## src/rtl/frame_write_arbiter_if.sv

```systemverilog
// Handshake and pixel bus between two pixel engines, the frame-write arbiter and the BMP writer port.
interface frame_write_arbiter_if;
  logic [1:0] req;
  logic [1:0] gnt;
  logic       s0_valid;
  logic [7:0] s0_r, s0_g, s0_b;
  logic       s0_ready;
  logic       s1_valid;
  logic [7:0] s1_r, s1_g, s1_b;
  logic       s1_ready;
  logic       frame_abort;
  logic       hsync;
  logic [7:0] DATA_WRITE_R, DATA_WRITE_G, DATA_WRITE_B;
  logic       busy;
  logic       frame_done;
  logic       frame_src;
  logic       frame_aborted;

  modport master (
    output req, s0_valid, s0_r, s0_g, s0_b, s1_valid, s1_r, s1_g, s1_b, frame_abort,
    input  gnt, s0_ready, s1_ready, hsync, DATA_WRITE_R, DATA_WRITE_G, DATA_WRITE_B,
           busy, frame_done, frame_src, frame_aborted
  );

  modport slave (
    input  req, s0_valid, s0_r, s0_g, s0_b, s1_valid, s1_r, s1_g, s1_b, frame_abort,
    output gnt, s0_ready, s1_ready, hsync, DATA_WRITE_R, DATA_WRITE_G, DATA_WRITE_B,
           busy, frame_done, frame_src, frame_aborted
  );
endinterface

```

## src/rtl/frame_write_arbiter.sv

```systemverilog
// Round-robin, frame-granular arbiter sharing one BMP frame-write pixel port between two engines,
// with col/row tracking, optional inter-line blanking and frame completion/abort reporting.
module frame_write_arbiter #(
  parameter int WIDTH  = 768,
  parameter int HEIGHT = 512,
  parameter int HBLANK = 0
) (
  input  logic                  HCLK,
  input  logic                  HRESETn,
  frame_write_arbiter_if.slave  bus
);
  localparam int CW = (WIDTH  > 1) ? $clog2(WIDTH)    : 1;
  localparam int RW = (HEIGHT > 1) ? $clog2(HEIGHT)   : 1;
  localparam int BW = (HBLANK > 0) ? $clog2(HBLANK+1) : 1;
  localparam logic [CW-1:0] COL_LAST   = CW'(WIDTH - 1);
  localparam logic [RW-1:0] ROW_LAST   = RW'(HEIGHT - 1);
  localparam logic [BW-1:0] BLANK_LAST = BW'((HBLANK > 0) ? HBLANK - 1 : 0);

  typedef enum logic [1:0] {IDLE, XFER, BLANK, DONE} state_t;

  state_t        state_q, state_d;
  logic [1:0]    gnt_q, gnt_d;
  logic          src_q, src_d;
  logic          last_src_q, last_src_d;
  logic [CW-1:0] col_q, col_d;
  logic [RW-1:0] row_q, row_d;
  logic [BW-1:0] blank_cnt_q, blank_cnt_d;
  logic          hsync_q, hsync_d;
  logic [23:0]   pix_q, pix_d;
  logic          frame_done_q, frame_done_d;
  logic          frame_src_q, frame_src_d;
  logic          frame_aborted_q, frame_aborted_d;

  logic        xfer, abort, rdy0, rdy1, beat, pick;
  logic [23:0] sel_pix;

  // Ready is combinational from the registered grant; an abort in the same cycle blocks the beat.
  assign xfer    = (state_q == XFER);
  assign abort   = bus.frame_abort && (state_q == XFER || state_q == BLANK);
  assign rdy0    = xfer && gnt_q[0] && !bus.frame_abort;
  assign rdy1    = xfer && gnt_q[1] && !bus.frame_abort;
  assign beat    = (rdy0 && bus.s0_valid) || (rdy1 && bus.s1_valid);
  assign sel_pix = src_q ? {bus.s1_r, bus.s1_g, bus.s1_b} : {bus.s0_r, bus.s0_g, bus.s0_b};
  assign pick    = (bus.req == 2'b11) ? ~last_src_q : bus.req[1];

  always_comb begin
    state_d         = state_q;
    gnt_d           = gnt_q;
    src_d           = src_q;
    last_src_d      = last_src_q;
    col_d           = col_q;
    row_d           = row_q;
    blank_cnt_d     = blank_cnt_q;
    hsync_d         = beat;
    pix_d           = beat ? sel_pix : pix_q;
    frame_done_d    = 1'b0;
    frame_src_d     = frame_src_q;
    frame_aborted_d = 1'b0;
    case (state_q)
      IDLE: begin
        if (|bus.req) begin
          src_d   = pick;
          gnt_d   = pick ? 2'b10 : 2'b01;
          state_d = XFER;
        end
      end
      XFER: begin
        if (beat) begin
          if (col_q == COL_LAST) begin
            col_d = '0;
            if (row_q == ROW_LAST) begin
              state_d = DONE;
            end else begin
              row_d = row_q + RW'(1);
              if (HBLANK > 0) begin
                blank_cnt_d = '0;
                state_d     = BLANK;
              end
            end
          end else begin
            col_d = col_q + CW'(1);
          end
        end
      end
      BLANK: begin
        if (blank_cnt_q == BLANK_LAST) begin
          blank_cnt_d = '0;
          state_d     = XFER;
        end else begin
          blank_cnt_d = blank_cnt_q + BW'(1);
        end
      end
      DONE: begin
        frame_done_d = 1'b1;
        frame_src_d  = src_q;
        last_src_d   = src_q;
        gnt_d        = 2'b00;
        col_d        = '0;
        row_d        = '0;
        state_d      = IDLE;
      end
      default: state_d = IDLE;
    endcase
    // The aborted engine counts as served so the other one wins the next tie.
    if (abort) begin
      state_d         = IDLE;
      gnt_d           = 2'b00;
      col_d           = '0;
      row_d           = '0;
      blank_cnt_d     = '0;
      last_src_d      = src_q;
      frame_aborted_d = 1'b1;
    end
  end

  always_ff @(posedge HCLK or negedge HRESETn) begin
    if (!HRESETn) begin
      state_q         <= IDLE;
      gnt_q           <= 2'b00;
      src_q           <= 1'b0;
      last_src_q      <= 1'b1;
      col_q           <= '0;
      row_q           <= '0;
      blank_cnt_q     <= '0;
      hsync_q         <= 1'b0;
      pix_q           <= '0;
      frame_done_q    <= 1'b0;
      frame_src_q     <= 1'b0;
      frame_aborted_q <= 1'b0;
    end else begin
      state_q         <= state_d;
      gnt_q           <= gnt_d;
      src_q           <= src_d;
      last_src_q      <= last_src_d;
      col_q           <= col_d;
      row_q           <= row_d;
      blank_cnt_q     <= blank_cnt_d;
      hsync_q         <= hsync_d;
      pix_q           <= pix_d;
      frame_done_q    <= frame_done_d;
      frame_src_q     <= frame_src_d;
      frame_aborted_q <= frame_aborted_d;
    end
  end

  assign bus.gnt           = gnt_q;
  assign bus.s0_ready      = rdy0;
  assign bus.s1_ready      = rdy1;
  assign bus.hsync         = hsync_q;
  assign bus.DATA_WRITE_R  = pix_q[23:16];
  assign bus.DATA_WRITE_G  = pix_q[15:8];
  assign bus.DATA_WRITE_B  = pix_q[7:0];
  assign bus.busy          = (state_q != IDLE);
  assign bus.frame_done    = frame_done_q;
  assign bus.frame_src     = frame_src_q;
  assign bus.frame_aborted = frame_aborted_q;
endmodule

```

## src/flat_wrapper.sv

```systemverilog
// flat-port wrapper written by rule: the top's interface ports become plain ports
module frame_write_arbiter_flat 
#(
  parameter int WIDTH  = 768,
  parameter int HEIGHT = 512,
  parameter int HBLANK = 0
)
  (HCLK, HRESETn, bus_req, bus_s0_valid, bus_s0_r, bus_s0_g, bus_s0_b, bus_s1_valid, bus_s1_r, bus_s1_g, bus_s1_b, bus_frame_abort, bus_gnt, bus_s0_ready, bus_s1_ready, bus_hsync, bus_DATA_WRITE_R, bus_DATA_WRITE_G, bus_DATA_WRITE_B, bus_busy, bus_frame_done, bus_frame_src, bus_frame_aborted);
  frame_write_arbiter_if bus_i ();
  input  logic HCLK;
  input  logic HRESETn;
  input wire logic [$bits(bus_i.req)-1:0] bus_req;
  input wire logic [$bits(bus_i.s0_valid)-1:0] bus_s0_valid;
  input wire logic [$bits(bus_i.s0_r)-1:0] bus_s0_r;
  input wire logic [$bits(bus_i.s0_g)-1:0] bus_s0_g;
  input wire logic [$bits(bus_i.s0_b)-1:0] bus_s0_b;
  input wire logic [$bits(bus_i.s1_valid)-1:0] bus_s1_valid;
  input wire logic [$bits(bus_i.s1_r)-1:0] bus_s1_r;
  input wire logic [$bits(bus_i.s1_g)-1:0] bus_s1_g;
  input wire logic [$bits(bus_i.s1_b)-1:0] bus_s1_b;
  input wire logic [$bits(bus_i.frame_abort)-1:0] bus_frame_abort;
  output wire logic [$bits(bus_i.gnt)-1:0] bus_gnt;
  output wire logic [$bits(bus_i.s0_ready)-1:0] bus_s0_ready;
  output wire logic [$bits(bus_i.s1_ready)-1:0] bus_s1_ready;
  output wire logic [$bits(bus_i.hsync)-1:0] bus_hsync;
  output wire logic [$bits(bus_i.DATA_WRITE_R)-1:0] bus_DATA_WRITE_R;
  output wire logic [$bits(bus_i.DATA_WRITE_G)-1:0] bus_DATA_WRITE_G;
  output wire logic [$bits(bus_i.DATA_WRITE_B)-1:0] bus_DATA_WRITE_B;
  output wire logic [$bits(bus_i.busy)-1:0] bus_busy;
  output wire logic [$bits(bus_i.frame_done)-1:0] bus_frame_done;
  output wire logic [$bits(bus_i.frame_src)-1:0] bus_frame_src;
  output wire logic [$bits(bus_i.frame_aborted)-1:0] bus_frame_aborted;
  assign bus_i.req = bus_req;
  assign bus_i.s0_valid = bus_s0_valid;
  assign bus_i.s0_r = bus_s0_r;
  assign bus_i.s0_g = bus_s0_g;
  assign bus_i.s0_b = bus_s0_b;
  assign bus_i.s1_valid = bus_s1_valid;
  assign bus_i.s1_r = bus_s1_r;
  assign bus_i.s1_g = bus_s1_g;
  assign bus_i.s1_b = bus_s1_b;
  assign bus_i.frame_abort = bus_frame_abort;
  assign bus_gnt = bus_i.gnt;
  assign bus_s0_ready = bus_i.s0_ready;
  assign bus_s1_ready = bus_i.s1_ready;
  assign bus_hsync = bus_i.hsync;
  assign bus_DATA_WRITE_R = bus_i.DATA_WRITE_R;
  assign bus_DATA_WRITE_G = bus_i.DATA_WRITE_G;
  assign bus_DATA_WRITE_B = bus_i.DATA_WRITE_B;
  assign bus_busy = bus_i.busy;
  assign bus_frame_done = bus_i.frame_done;
  assign bus_frame_src = bus_i.frame_src;
  assign bus_frame_aborted = bus_i.frame_aborted;
  frame_write_arbiter #(.WIDTH(WIDTH), .HEIGHT(HEIGHT), .HBLANK(HBLANK)) u_core (.HCLK(HCLK), .HRESETn(HRESETn), .bus(bus_i));
endmodule
```

## config.mk

```make
export PLATFORM = sky130hd
export DESIGN_NAME = frame_write_arbiter_flat
export DESIGN_NICKNAME = d
export VERILOG_FILES = /design/src/rtl/frame_write_arbiter_if.sv /design/src/rtl/frame_write_arbiter.sv /design/src/flat_wrapper.sv
export SDC_FILE = /design/constraint.sdc
export NUM_CORES = 1
export LEC_CHECK = 0
export ABC_CLOCK_PERIOD_IN_PS = 3260
export BUFFER_PORTS_ARGS = -buffer_cell sky130_fd_sc_hd__buf_4
export CELL_PAD_IN_SITES_DETAIL_PLACEMENT = 0
export CELL_PAD_IN_SITES_GLOBAL_PLACEMENT = 2
export CORE_UTILIZATION = 32
export CTS_CLUSTER_DIAMETER = 60
export DETAILED_ROUTE_END_ITERATION = 8
export HOLD_SLACK_MARGIN = 0.08
export PLACE_DENSITY = 0.83
export SYNTH_ARGS = -nofsm -noshare
export SYNTH_HDL_FRONTEND = slang
export SYNTH_SLANG_ARGS = --single-unit
```

## constraint.sdc

```tcl
create_clock -name HCLK -period 3.26 [get_ports HCLK]
set_clock_uncertainty 0.05 [all_clocks]
set_input_delay 0.163 -clock HCLK [delete_from_list [all_inputs] [get_ports HCLK]]
set_output_delay 0.163 -clock HCLK [all_outputs]
set_load 0.01 [all_outputs]
```

==> flow_summary.json <==
{
  "status": "finished clean",
  "vias": 2242,
  "insertion_delay_ps": 300,
  "synth_commonest_cells": "52 x dfrtp_1, 38 x nor2_1, 26 x mux2i_1",
  "ir_drop_mv": 0.2517,
  "finalPower_mw": 3.022,
  "hp-class": "in -> reg",
  "track_usage_pct": 14.52,
  "gr-usage-met3_pct": 3.496,
  "final_hold_viol_count": 0,
  "cp-start-kind": "flip-flop",
  "area_delta_synth_final_pct": 33.43,
  "busiest_layer": "met2",
  "htreeDepth": 2,
  "cts_resized": 0,
  "yosysWarnings": 0,
  "port_buffers": 87,
  "vias_per_cell": 4.791,
  "clockRootBuffer": "clkbuf_8",
  "cts_made_buffers": 5,
  "gr-usage-met1_pct": 19.26,
  "synthDominantCellAreaShare_pct": 48.48,
  "rsz0062_at_grt": "no",
  "final_nets": 425,
  "drc": 0,
  "clkTransAtPathRegs_ps": 100,
  "p_per_area_mw_per_mm2": 843.9,
  "yosys.area.top_type": "dfrtp_1",
  "crit_arrival_ps": 2800,
  "yosysMostFrequentCell": "dfrtp_1",
  "grt_pass1_wl_mm": 10.03,
  "drtIter0Drc": 119,
  "rows": 33,
  "ys.flop_type": "dfrtp_1",
  "antenna_found_initial": 0,
  "syn_nets": 337,
  "final_util_pct": 43.80,
  "grt_start_max_net_pins": 54,
  "overflow": 0,
  "routedWlPerCell_um": 13.26,
  "min_period_ps": 2667,
  "antennaDiodeCount": 0,
  "worstSetupPathType": "reg -> reg",
  "start_util_pct": 32.83,
  "clock-sinks": 53,
  "fin_crit_sh_pct": 81.80,
  "use_met2_pct": 24.02,
  "dp_cells": 459,
  "grt_pass1_vias": 2117,
  "die_h_um": 93.58,
  "drv_cap": 0,
  "dieArea_mm2": 0.008757,
  "postCtsSetupBuffers": 0,
  "setup_tns_ps": 0,
  "seq_area_frac_synth_pct": 49.46,
  "io_pins": 88,
  "p_leak_nw": 1.698,
  "drtAntennaViolNets": 0,
  "netlist_area_mm2": 0.002684,
  "avgSynthCellArea_um2": 9.795,
  "die_w_um": 93.58,
  "endpoint_kind": "flip-flop",
  "cp_max_fo": 11,
  "synth_edf_count": 0,
  "instances_no_fill": 468,
  "dr.pass1.iters": 4,
  "cts.path.max_buffers": 2,
  "cp.required_ps": 3400,
  "ys_ff_latch": 53,
  "synth_cell_types": 43,
  "max_slew.worst_pin.slew_ps": 1074,
  "fmax_ghz": 0.3750,
  "async_flop_share_pct": 100.0,
  "synthCells": 274,
  "wl_mm": 6.206,
  "cts_tree": "yes",
  "setup_viol": 0,
  "fin_ws_ps": 593.4,
  "slew_headroom_pct": 28.40,
  "pre_cts_slack_ps": 594.3,
  "gp_congestion": 0.7746,
  "fp.coreArea_mm2": 0.008175,
  "synth.area.top_cells": "dfrtp_1 48%, mux2i_1 9.7%, nor2_1 5.3%, a21oi_1 4.7%, ha_1 3.7%",
  "drive_gt1_share_pct": 30.85,
  "dp.final_hpwl_mm": 4.484,
  "drv_slew": 0
}
-- sequential cells by signal, summed over array words and instances, names as in the netlist --
signal,flops
u_core.pix_q,24
u_core.col_q,10
u_core.row_q,9
u_core.bus.gnt,2
u_core.state_q,2
u_core.bus.frame_aborted,1
u_core.bus.frame_done,1
u_core.bus.frame_src,1
u_core.bus.hsync,1
u_core.last_src_q,1
u_core.src_q,1
-- power by group --
| part | internal, mW | switching (mW) | total [mW] |
|---|---|---|---|
| clock network | 0.231 | 0.221 | 0.452 |
| registers | 0.900 | 0.208 | 1.11 |
| logic | 0.708 | 0.754 | 1.46 |
-- metrics by stage --
| stage | area [um2] | hold slack [ps] |
|---|---|---|
| 6_report | 3581 | 104.6 |
| 5_1_grt | 3581 | 113.1 |
| 4_1_cts | 3581 | 100.3 |
| 3_5_place_dp | 3460 | 206.9 |
| 3_3_place_gp | 3460 | 212.3 |
| 2_1_floorplan | 2684 | -182.6 |
-- worst max-delay path, stage by stage, from the launching register on --
cell      delay, ps
dfrtp_1         430
ha_1            240
and3_1          180
and3_1          210
and3_1          190
ha_1            170
nand2b_1        160
nand3_1         150
o21ai_0         390
o21ai_0         290
o21ai_0         110
-- cell families after synthesis --
group                    Yosys count  synth area share (%)
AND/OR/NAND/NOR                  101                 18.65
multiplexers                      29                 11.10
flip-flops                        53                 49.46
AO/OA/AOI/OAI                     65                 14.36
adder cells (fa/ha/maj)            8                 3.730
buffers and inverters             18                 2.704
-- cell type report --
cell class	instances	area (um2)
timing repair buffer	92	693.2
fill	819	4594
tap	105	131.4
inverter	7	26.28
clock inverter	2	38.79
clock buffer	6	72.57
sequential	53	1328
multi-input combinational	203	1291
-- repair_timing --
item / in CTS / in global routing
hold buffers: 1 / 0
setup endpoints to repair: 0 / 0
endpoints found under the hold margin: 52 / 0
-- metal layers --
layer  wire [um]  part of all wire (%)  vias to the layer above
met5           0                     0                        -
li1            -                     -                     1133
met3         473                   7.6                        5
met4          50                  0.81                        0
met2        2799                    45                       66
met1        2882                    46                     1038
-- path summary, 6_finish.rpt --
| kind | start | endpoint | slack (ps) | depth (start not counted) |
|---|---|---|---|---|
| worst max-delay path | u_core.row_q[0] | u_core.row_q[2] | 590 | 10 |
| worst min-delay path | bus_s0_g[3] | u_core.pix_q[11] | 100 | 3 |
| worst max register to register | u_core.row_q[0] | u_core.row_q[2] | 590 | 10 |
| worst min register to register | u_core.last_src_q | u_core.last_src_q | 410 | 2 |
| max in group asynchronous | HRESETn | u_core.row_q[4] | 2310 | 2 |
| min in group asynchronous | HRESETn | u_core.pix_q[21] | 390 | 2 |
-- cells in the final DEF (no fill, tap or decap), types with 3 or more instances in the layout --
cell      netlist  layout
a21oi_1        25      25
a22o_1          3       3
and2_1          3       3
and3_1          5       5
buf_4           0      91
clkbuf_8        0       5
dfrtp_1        52      52
ha_1            8       8
inv_1           7       7
mux2i_1        26      26
nand2_1        23      23
nand2b_1        9       9
nand3_1         8       8
nor2_1         38      37
o21ai_0        17      17
o21ai_1         4       4
o31ai_1         5       5
No activity file was read; power rests on OpenSTA's default activity.
